**src/rtl/ce_bridge_pkg.sv**
```systemverilog
// Shared types and helpers for the clock-enable handshake bridge.
// Holds the FSM state encoding and the width helpers used by the bridge and divider.
package ce_bridge_pkg;

    typedef enum logic [1:0] {
        IDLE = 2'd0,
        WAIT = 2'd1,
        DONE = 2'd2
    } state_t;

    localparam int MAX_CHANNELS = 8;

    function automatic int clog2(input int value);
        int r;
        r = 0;
        for (int i = 0; i < 32; i++) begin
            if ((1 << r) < value) begin
                r = r + 1;
            end
        end
        return r;
    endfunction

    // A single channel still needs a 1-bit index so vectors never collapse to zero width.
    function automatic int chan_idx_w(input int channels);
        return (channels > 1) ? clog2(channels) : 1;
    endfunction

endpackage

```
**src/rtl/ce_handshake_bridge_if.sv**
```systemverilog
// Bundle of the fast-side request/ack signals and the slow-side strobe bus.
// The slave modport is the bridge view; the master modport is the environment driving it.
interface ce_handshake_bridge_if #(
    parameter int WIDTH    = 32,
    parameter int AWIDTH   = 8,
    parameter int CHANNELS = 2
);
    import ce_bridge_pkg::*;

    logic [CHANNELS-1:0]        f_read_i;
    logic [CHANNELS*AWIDTH-1:0] f_addr_i;
    logic [CHANNELS-1:0]        f_ack_o;
    logic [WIDTH-1:0]           f_data_o;
    logic                       f_err_o;
    logic                       s_ce_o;
    logic                       s_read_o;
    logic [AWIDTH-1:0]          s_addr_o;
    logic                       s_ready_i;
    logic [WIDTH-1:0]           s_data_i;
    state_t                     dbg_state;

    // Handshake: f_read_i is a level held until its one-clk f_ack_o pulse; s_ready_i/s_data_i
    // count only in a cycle where s_ce_o=1, and s_read_o/s_addr_o move only on strobe edges.
    modport slave (
        input  f_read_i, f_addr_i, s_ready_i, s_data_i,
        output f_ack_o, f_data_o, f_err_o, s_ce_o, s_read_o, s_addr_o, dbg_state
    );

    modport master (
        output f_read_i, f_addr_i, s_ready_i, s_data_i,
        input  f_ack_o, f_data_o, f_err_o, s_ce_o, s_read_o, s_addr_o, dbg_state
    );

endinterface

```
**src/rtl/ce_divider.sv**
```systemverilog
// Clock-enable generator: registered strobe high for one clk out of every RATIO.
// The first strobe appears in the RATIO-th clk after reset release.
module ce_divider
    import ce_bridge_pkg::*;
#(
    parameter int RATIO = 2
) (
    input  logic clk,
    input  logic reset_n,
    output logic s_ce
);

    localparam int CNTW = (RATIO > 1) ? clog2(RATIO) : 1;
    localparam logic [CNTW-1:0] LAST = CNTW'(RATIO - 1);

    logic [CNTW-1:0] r_count;
    logic            r_ce;

    always_ff @(posedge clk or negedge reset_n) begin
        if (!reset_n) begin
            r_count <= '0;
            r_ce    <= 1'b0;
        end else begin
            r_ce    <= (r_count == LAST);
            r_count <= (r_count == LAST) ? '0 : r_count + 1'b1;
        end
    end

    assign s_ce = r_ce;

endmodule

```
**src/rtl/ce_handshake_bridge.sv**
```systemverilog
// Round-robin bridge from fast level-held read requests to a slow strobe-qualified target,
// with a timeout that answers the requester with an error instead of data.
module ce_handshake_bridge
    import ce_bridge_pkg::*;
#(
    parameter int WIDTH    = 32,
    parameter int AWIDTH   = 8,
    parameter int CHANNELS = 2,
    parameter int RATIO    = 2,
    parameter int TIMEOUT  = 15
) (
    input  logic                  clk,
    input  logic                  reset_n,
    ce_handshake_bridge_if.slave  bus
);

    localparam int CW = chan_idx_w(CHANNELS);
    localparam int TW = clog2(TIMEOUT + 1);
    localparam logic [TW-1:0] TO_LAST = TW'(TIMEOUT);
    localparam logic [TW-1:0] TO_HIT  = TW'(TIMEOUT - 1);

    state_t              r_state;
    logic [CW-1:0]       r_rr;
    logic [CW-1:0]       r_grant;
    logic [TW-1:0]       r_tcnt;
    logic [CHANNELS-1:0] r_ack;
    logic [WIDTH-1:0]    r_data;
    logic                r_err;
    logic                r_sread;
    logic [AWIDTH-1:0]   r_saddr;

    logic                w_ce;
    logic                w_any;
    logic [CW-1:0]       w_grant;
    logic [CW-1:0]       w_rr_next;
    logic [AWIDTH-1:0]   w_addr;
    logic [CHANNELS-1:0] w_grant_oh;

    ce_divider #(
        .RATIO (RATIO)
    ) u_div (
        .clk     (clk),
        .reset_n (reset_n),
        .s_ce    (w_ce)
    );

    // Search upward from the rr pointer, wrapping; the first requester found wins.
    always_comb begin
        w_any   = 1'b0;
        w_grant = '0;
        for (int i = 0; i < CHANNELS; i++) begin
            if (!w_any && bus.f_read_i[CW'((int'(r_rr) + i) % CHANNELS)]) begin
                w_any   = 1'b1;
                w_grant = CW'((int'(r_rr) + i) % CHANNELS);
            end
        end
    end

    always_comb begin
        w_rr_next = (int'(w_grant) == CHANNELS - 1) ? '0 : w_grant + 1'b1;
        w_addr    = bus.f_addr_i[int'(w_grant)*AWIDTH +: AWIDTH];
    end

    always_comb begin
        w_grant_oh          = '0;
        w_grant_oh[r_grant] = 1'b1;
    end

    always_ff @(posedge clk or negedge reset_n) begin
        if (!reset_n) begin
            r_state <= IDLE;
            r_rr    <= '0;
            r_grant <= '0;
            r_tcnt  <= '0;
            r_ack   <= '0;
            r_data  <= '0;
            r_err   <= 1'b0;
            r_sread <= 1'b0;
            r_saddr <= '0;
        end else begin
            r_ack <= '0;
            case (r_state)
                IDLE: begin
                    if (w_ce && w_any) begin
                        r_grant <= w_grant;
                        r_saddr <= w_addr;
                        r_sread <= 1'b1;
                        r_tcnt  <= '0;
                        r_rr    <= w_rr_next;
                        r_state <= WAIT;
                    end
                end
                WAIT: begin
                    // The granted channel dropping its request here does not abort the read.
                    if (w_ce) begin
                        if (bus.s_ready_i) begin
                            r_data  <= bus.s_data_i;
                            r_err   <= 1'b0;
                            r_sread <= 1'b0;
                            r_ack   <= w_grant_oh;
                            r_state <= DONE;
                        end else begin
                            if (r_tcnt != TO_LAST) begin
                                r_tcnt <= r_tcnt + 1'b1;
                            end
                            if (r_tcnt == TO_HIT) begin
                                r_data  <= '0;
                                r_err   <= 1'b1;
                                r_sread <= 1'b0;
                                r_ack   <= w_grant_oh;
                                r_state <= DONE;
                            end
                        end
                    end
                end
                DONE: begin
                    // Holding here until the served request drops keeps it from being re-served.
                    if (!bus.f_read_i[r_grant]) begin
                        r_state <= IDLE;
                    end
                end
                default: r_state <= IDLE;
            endcase
        end
    end

    assign bus.f_ack_o   = r_ack;
    assign bus.f_data_o  = r_data;
    assign bus.f_err_o   = r_err;
    assign bus.s_ce_o    = w_ce;
    assign bus.s_read_o  = r_sread;
    assign bus.s_addr_o  = r_saddr;
    assign bus.dbg_state = r_state;

endmodule
```
**src/flat_wrapper.sv**
```systemverilog
// flat-port wrapper written by rule: the top's interface ports become plain ports
module ce_handshake_bridge_flat import ce_bridge_pkg::*;
#(
    parameter int WIDTH    = 32,
    parameter int AWIDTH   = 8,
    parameter int CHANNELS = 2,
    parameter int RATIO    = 2,
    parameter int TIMEOUT  = 15
)
  (clk, reset_n, bus_f_read_i, bus_f_addr_i, bus_s_ready_i, bus_s_data_i, bus_f_ack_o, bus_f_data_o, bus_f_err_o, bus_s_ce_o, bus_s_read_o, bus_s_addr_o, bus_dbg_state);
  ce_handshake_bridge_if #(.WIDTH(WIDTH), .AWIDTH(AWIDTH), .CHANNELS(CHANNELS)) bus_i ();
  input  logic clk;
  input  logic reset_n;
  input wire logic [$bits(bus_i.f_read_i)-1:0] bus_f_read_i;
  input wire logic [$bits(bus_i.f_addr_i)-1:0] bus_f_addr_i;
  input wire logic [$bits(bus_i.s_ready_i)-1:0] bus_s_ready_i;
  input wire logic [$bits(bus_i.s_data_i)-1:0] bus_s_data_i;
  output wire logic [$bits(bus_i.f_ack_o)-1:0] bus_f_ack_o;
  output wire logic [$bits(bus_i.f_data_o)-1:0] bus_f_data_o;
  output wire logic [$bits(bus_i.f_err_o)-1:0] bus_f_err_o;
  output wire logic [$bits(bus_i.s_ce_o)-1:0] bus_s_ce_o;
  output wire logic [$bits(bus_i.s_read_o)-1:0] bus_s_read_o;
  output wire logic [$bits(bus_i.s_addr_o)-1:0] bus_s_addr_o;
  output wire logic [$bits(bus_i.dbg_state)-1:0] bus_dbg_state;
  assign bus_i.f_read_i = bus_f_read_i;
  assign bus_i.f_addr_i = bus_f_addr_i;
  assign bus_i.s_ready_i = bus_s_ready_i;
  assign bus_i.s_data_i = bus_s_data_i;
  assign bus_f_ack_o = bus_i.f_ack_o;
  assign bus_f_data_o = bus_i.f_data_o;
  assign bus_f_err_o = bus_i.f_err_o;
  assign bus_s_ce_o = bus_i.s_ce_o;
  assign bus_s_read_o = bus_i.s_read_o;
  assign bus_s_addr_o = bus_i.s_addr_o;
  assign bus_dbg_state = bus_i.dbg_state;
  ce_handshake_bridge #(.WIDTH(WIDTH), .AWIDTH(AWIDTH), .CHANNELS(CHANNELS), .RATIO(RATIO), .TIMEOUT(TIMEOUT)) u_core (.clk(clk), .reset_n(reset_n), .bus(bus_i));
endmodule
```
**config.mk**
```make
export PLATFORM = sky130hd
export DESIGN_NAME = ce_handshake_bridge_flat
export DESIGN_NICKNAME = d
export VERILOG_FILES = /design/src/rtl/ce_bridge_pkg.sv /design/src/rtl/ce_handshake_bridge_if.sv /design/src/rtl/ce_divider.sv /design/src/rtl/ce_handshake_bridge.sv /design/src/flat_wrapper.sv
export SDC_FILE = /design/constraint.sdc
export NUM_CORES = 1
export LEC_CHECK = 0
export BUFFER_PORTS_ARGS = -buffer_cell sky130_fd_sc_hd__buf_2
export CAP_MARGIN = 10
export CORE_ASPECT_RATIO = 0.8
export CORE_MARGIN = 1.5
export CORE_UTILIZATION = 41
export DETAILED_ROUTE_END_ITERATION = 16
export PLACE_DENSITY = 0.72
export SYNTH_ARGS = -nofsm -noshare
export SYNTH_HDL_FRONTEND = slang
export SYNTH_HIERARCHICAL = 1
export SYNTH_SLANG_ARGS = --single-unit
```
**constraint.sdc**
```tcl
create_clock -name clk -period 1.5 [get_ports clk]
set_input_delay 0.075 -clock clk [delete_from_list [all_inputs] [get_ports clk]]
set_output_delay 0.075 -clock clk [all_outputs]
set_load 0.03 [all_outputs]
```
# Yosys cells after proc, flatten, opt, wreduce, memory -nomap -nowiden
# Index checks and enable logic that the tools add are counted.
[classes] reduce_logical=12 shifts=1 n_eq_ne=10 addsub=4 n_mux=38 magnitude_cmp=4
[op_table] op="32-bit 2-to-1 mux" n=2
[op_table] op="1-bit 2-to-1 mux" n=19
[op_table] op="2-bit 2-to-1 mux" n=9
[op_table] op="4-bit 2-to-1 mux" n=4
[op_table] op="16-bit by 5-bit indexed part select with 8-bit output" n=1
[op_table] op="4-bit one-hot mux with 2 select lines" n=1
[op_table] op="4-bit AND reduction" n=2
[op_table] op="1-bit by 3-bit < comparator with 1-bit output, second input constant" n=2
[op_table] op="2-bit != test, second input constant" n=3
[op_table] op="2-bit one-hot mux with 3 select lines" n=1
[op_table] op="5-bit AND reduction" n=1
[op_table] op="4-bit by 1-bit adder with 4-bit output, second input constant" n=1
[op_table] op="4-bit == test, second input constant" n=1
[op_table] op="2-bit by 1-bit != test with 1-bit output, second input constant" n=2
[op_table] op="4-bit != test, second input constant" n=1
[op_table] op="2-bit nonzero test" n=2
[op_table] op="1-bit adder, second input constant" n=3
[op_table] op="1-bit logical AND" n=3
[op_table] op="3-bit by 2-bit != test with 1-bit output, second input constant" n=1
[op_table] op="3-bit AND reduction" n=1
[op_table] op="2-bit by 1-bit == test with 1-bit output, second input constant" n=1
[op_table] op="2-bit == test, second input constant" n=1
[op_table] op="2-bit logical NOT" n=1
[op_table] op="1-bit by 2-bit < comparator with 1-bit output, second input constant" n=1
[op_table] op="5 further kinds" n=5
[word_totals] ff_bits=54 output_inout_bits=47 wordCells=80 in_bits=53

# Logic depth before layout (Yosys ltp)
[logic_depth] ltp_word=10 mapped_depth=7 depth_no_buf=5

# Modules after synthesis
# The synthesis kept the hierarchy.
[modules_own_cells] mod="ce_handshake_bridge" seq_area_each_um2=1301.2 n_inst=1 cells_each=156 area_each_um2=2098.3
[modules_own_cells] mod="ce_divider" seq_area_each_um2=50.0 n_inst=1 cells_each=3 area_each_um2=53.8

# Worst setup path after synthesis
# Ideal clock, no wire load.
[synth_path] path_kind="register to register" startpoint="register u_core.r_state[0], in the netlist u_core/bus.dbg_state[0]" endpoint="register u_core.r_data[10], in the netlist u_core/bus.f_data_o[10]" path_stages_with_launch=6 synth_period_minus_slack_ns=1.451 arrival_ns=1.330 n_path_buf=2 path_slack_ns=0.049 required_ns=1.379 path_cell_list="dfrtp_1 -> and3b_1 -> nand2b_1 -> buf_6 -> buf_6 -> a22o_1"
[synth_via] elab_chain_len=2
[synth_rtl] item="start: declaration" line="ce_handshake_bridge.sv:22" rtl="state_t r_state;"
[synth_rtl] item="start signal: assignment" line="ce_handshake_bridge.sv:71" rtl="r_state <= IDLE;"
[synth_rtl] item="start signal: assignment" line="ce_handshake_bridge.sv:90" rtl="r_state <= WAIT;"
[synth_rtl] item="start signal: assignment" line="ce_handshake_bridge.sv:101" rtl="r_state <= DONE;"
[synth_rtl] item="2-bit by 1-bit == test with 1-bit output" line="ce_handshake_bridge.sv:82" rtl="case (r_state)"
[synth_rtl] item="3-bit AND reduction (no line)"
[synth_rtl] item="end signal: assignment" line="ce_handshake_bridge.sv:97" rtl="r_data <= bus.s_data_i;"
[synth_rtl] item="end: declaration" line="ce_handshake_bridge.sv:27" rtl="logic [WIDTH-1:0] r_data;"
# No other way between the ends.
# A chain may end at the register's enable or synchronous reset.

# Worst setup path after layout
[layout_path] startpoint="register u_core.r_tcnt[0]" endpoint="register u_core.r_data[23], in the netlist u_core/bus.f_data_o[23]"
[layout_via] elab_chain_len=3
[layout_rtl] item="start: declaration" line="ce_handshake_bridge.sv:25" rtl="logic [TW-1:0] r_tcnt;"
[layout_rtl] item="start signal: assignment" line="ce_handshake_bridge.sv:104" rtl="r_tcnt <= r_tcnt + 1'b1;"
[layout_rtl] item="4-bit == test" line="ce_handshake_bridge.sv:106" rtl="if (r_tcnt == TO_HIT) begin"
[layout_rtl] item="2-bit nonzero test (no line)"
[layout_rtl] item="3-bit AND reduction (no line)"
# No other way between the ends.

==> flow_metrics.tcl <==
set metrics [dict create \
    status "completed" \
    synth.top_cell.area_share_pct 62.8 \
    die_h_um 67.8 \
    cp.depth 6 \
    critical-path-top-delay-family "flip-flops" \
    drt-initial-drc-count 52 \
    dr_total_vias 1805 \
    setup_viol 0 \
    wl_per_cell_um 14.8 \
    reg2reg_to "u_core/bus.f_data_o[23]" \
    ir_worst_vdd_mv 1.34 \
    p_leak_nw 1.69 \
    grt_pass1_vias 1696 \
    synth_edf_count 0 \
    r2r_cells 6 \
    drt_first_pass_iters 4 \
    synth-seq-cells 54 \
    finalCritPeriodShare_pct 93.1 \
    gp_congestion 0.763 \
    coreArea_um2 5040 \
    insertion_delay_ps 310 \
    worstMarginPinSlew_ps 278 \
    r2r_start "u_core/r_tcnt[0]" \
    powerDensity_nw_per_um2 1860 \
    n_antenna_cell 0 \
    synthFlopType "dfrtp_1" \
    cts_htree_levels 2 \
    grt_antenna_before_repair 0 \
    grt_usage_pct 18.2 \
    crit_path_end_kind "flip-flop" \
    synthArstFlopShare_pct 100 \
    cts_tree "yes" \
    critical_path_required_ps 1690 \
    syn_inst 159 \
    pre_cts_ws_ps 87.5 \
    worst-path-buf-inv 2 \
    max_freq_ghz 0.716 \
    yosysWarnings 6 \
    synth_area_um2 2150 \
    initial_core_util_pct 42.7 \
    period_needed_ps 1400 \
    drt-total-wl_um 5310 \
    synth_cell_types 26 \
    hold_end "u_core/bus.f_data_o[23]" \
    die_w_um 84 \
    slowest_delay_ps 380 \
    overflow 0 \
    avgSynthCellArea_um2 13.5 \
    min_path_type "in2reg" \
    fin_skew_ps 8.93 \
    yosys-top-cells-area "dfrtp_1, a22o_1, mux2i_1" \
    maxCapViolCount 0 \
    holdPathStages 2 \
    cts.sinks 54 \
    maxSlewHeadroom_pct 81.4 \
    synth_common_cells "dfrtp_1, a22o_1, nand2_1" \
    numCtsBuffers 5 \
    drive_gt1_share_pct 41.1 \
    min_from "bus_s_data_i[23]" \
    setup.worst_path.start_class "flip-flop" \
    fin_nets 351 \
    num_io_pins 100 \
    final_core_util_pct 62.9 \
    fin_tns_setup_ps 0 \
    grt_pass1_wl_um 8020 \
    synth_most_common_cell "dfrtp_1" \
    portBuffers 99 \
    area_delta_synth_final_pct 47.1 \
    worstSetupStartpoint "u_core/r_tcnt[0]" \
    worstPathMaxFanout 18 \
    fin_ws_ps 103 \
    cts.root.buffer_cell "clkbuf_8" \
    clock_path_buffers 2 \
    vias_per_cell 5.03 \
    slowest_stage "dfrtp_1" \
    ys_seq_area_share_pct 62.8 \
    yosysTopAreaCell "dfrtp_1" \
    rsz0062_at_grt "false" \
    dieArea_um2 5700 \
    ant_nets 0 \
    report.final.slew_viol_count 0 \
    hold_viol_final 0 \
    path_cells "inv_1, ha_1, a31oi_1, nand2b_4, buf_12, a22o_1" \
    r2r_setup_slack_ps 100 \
    place_hpwl_um 3150 \
    rows 23 \
    clk_pin_slew_ps 90 \
    crit_type "reg2reg" \
    grt_max_degree 55 \
    drcViolationCount 0 \
    arrival_ps 1590 \
    syn_nets 214 \
]
[routing by layer]
metal / global-route usage [%] / vias to the layer above / share of wire (%)
li1: - / 860 / -
met1: 25.0 / 851 / 47
met2: 27.6 / 87 / 43
met3: 5.99 / 7 / 8.8
met4: 5.74 / 0 / 1.2
met5: 0 / - / 0
[cells in the final DEF (no fill, tap or decap), drive strengths merged]
cell and instances:
mux2i 11, xnor2 1, nor2 3, and3 1, o21a 1, a31oi 1
o31ai 1, buf 106, and4bb 2, a21oi 2, and2 2, a22o 32
ha 2, inv 4, and4b 2, nand2b 2, a31o 1, nand3 1
and3b 1, dfrtp 54, dlygate4sd3 32, o21ai 9, clkbuf 7, nor3 2
nand2 13, nand4bb 1, clkinv 2, a41oi 1
[layout make-up]
cell class / instances / area, µm²
fillers: 403 / 1870
inverters: 4 / 15.0
well taps: 62 / 77.6
multi-input cells: 92 / 703
repair buffers: 139 / 918
clock buffers: 6 / 82.6
flip-flops and latches: 54 / 1350
clock inverters: 2 / 17.5
[power by group]
group	leakage [nW]	internal, W	total [W]	switching (W)
Sequential	0.676	0.00205	0.00241	0.000361
Combinational	0.960	0.000972	0.00264	0.00167
Clock	0.0514	0.000380	0.000850	0.000469
[kinds of logic (layout without fill, tap and decap cells)]
group	after synthesis	after routing	synth area share [%]
AOI/OAI and AO/OA	48	48	17.4
DFF	54	54	62.8
and+or+nand+nor	29	30	7.79
xor gates and xnor gates	1	1	0.407
buffers and inverters	14	151	5.35
muxes	11	11	5.12
adders and majority gates	2	2	1.16
[flip-flops by register name, indices dropped and copies added, names as in the netlist]
| register | cells |
|---|---|
| u_core/r_tcnt | 4 |
| u_core/r_grant | 1 |
| u_core/bus.s_addr_o | 8 |
| u_core/bus.dbg_state | 2 |
| u_core/u_div/s_ce | 1 |
| u_core/r_rr | 1 |
| u_core/bus.f_data_o | 32 |
| u_core/bus.s_read_o | 1 |
| u_core/bus.f_ack_o | 2 |
| u_core/u_div/r_count | 1 |
| u_core/bus.f_err_o | 1 |
[metrics by stage]
stage	cell area, µm²	std cells	total power (W)	hold slack (ps)
global placement	2700	316	0.00494	92.3
finish	3170	359	0.00590	27.4
floorplan	2150	159	0.00413	-221
global route	3170	359	0.00623	43.4
detailed placement	2700	316	0.00498	90.9
CTS	3120	356	0.00592	7.98
[worst max path at each step]
stage,to,slack (ps)
floorplan,u_core/bus.f_data_o[10],50
global placement,u_core/bus.f_data_o[2],130
detailed placement,u_core/bus.f_data_o[23],90
CTS,u_core/bus.f_data_o[23],60
global route,u_core/bus.f_data_o[23],40
finish,u_core/bus.f_data_o[23],100
[repair_timing]
action,in CTS,in global routing
hold buffers,32,0
buffers inserted,0,1
setup endpoints to repair,0,16
resized for setup,0,4
endpoints found under the hold margin,85,0
Note: power is estimated with default switching activity, not from simulation.
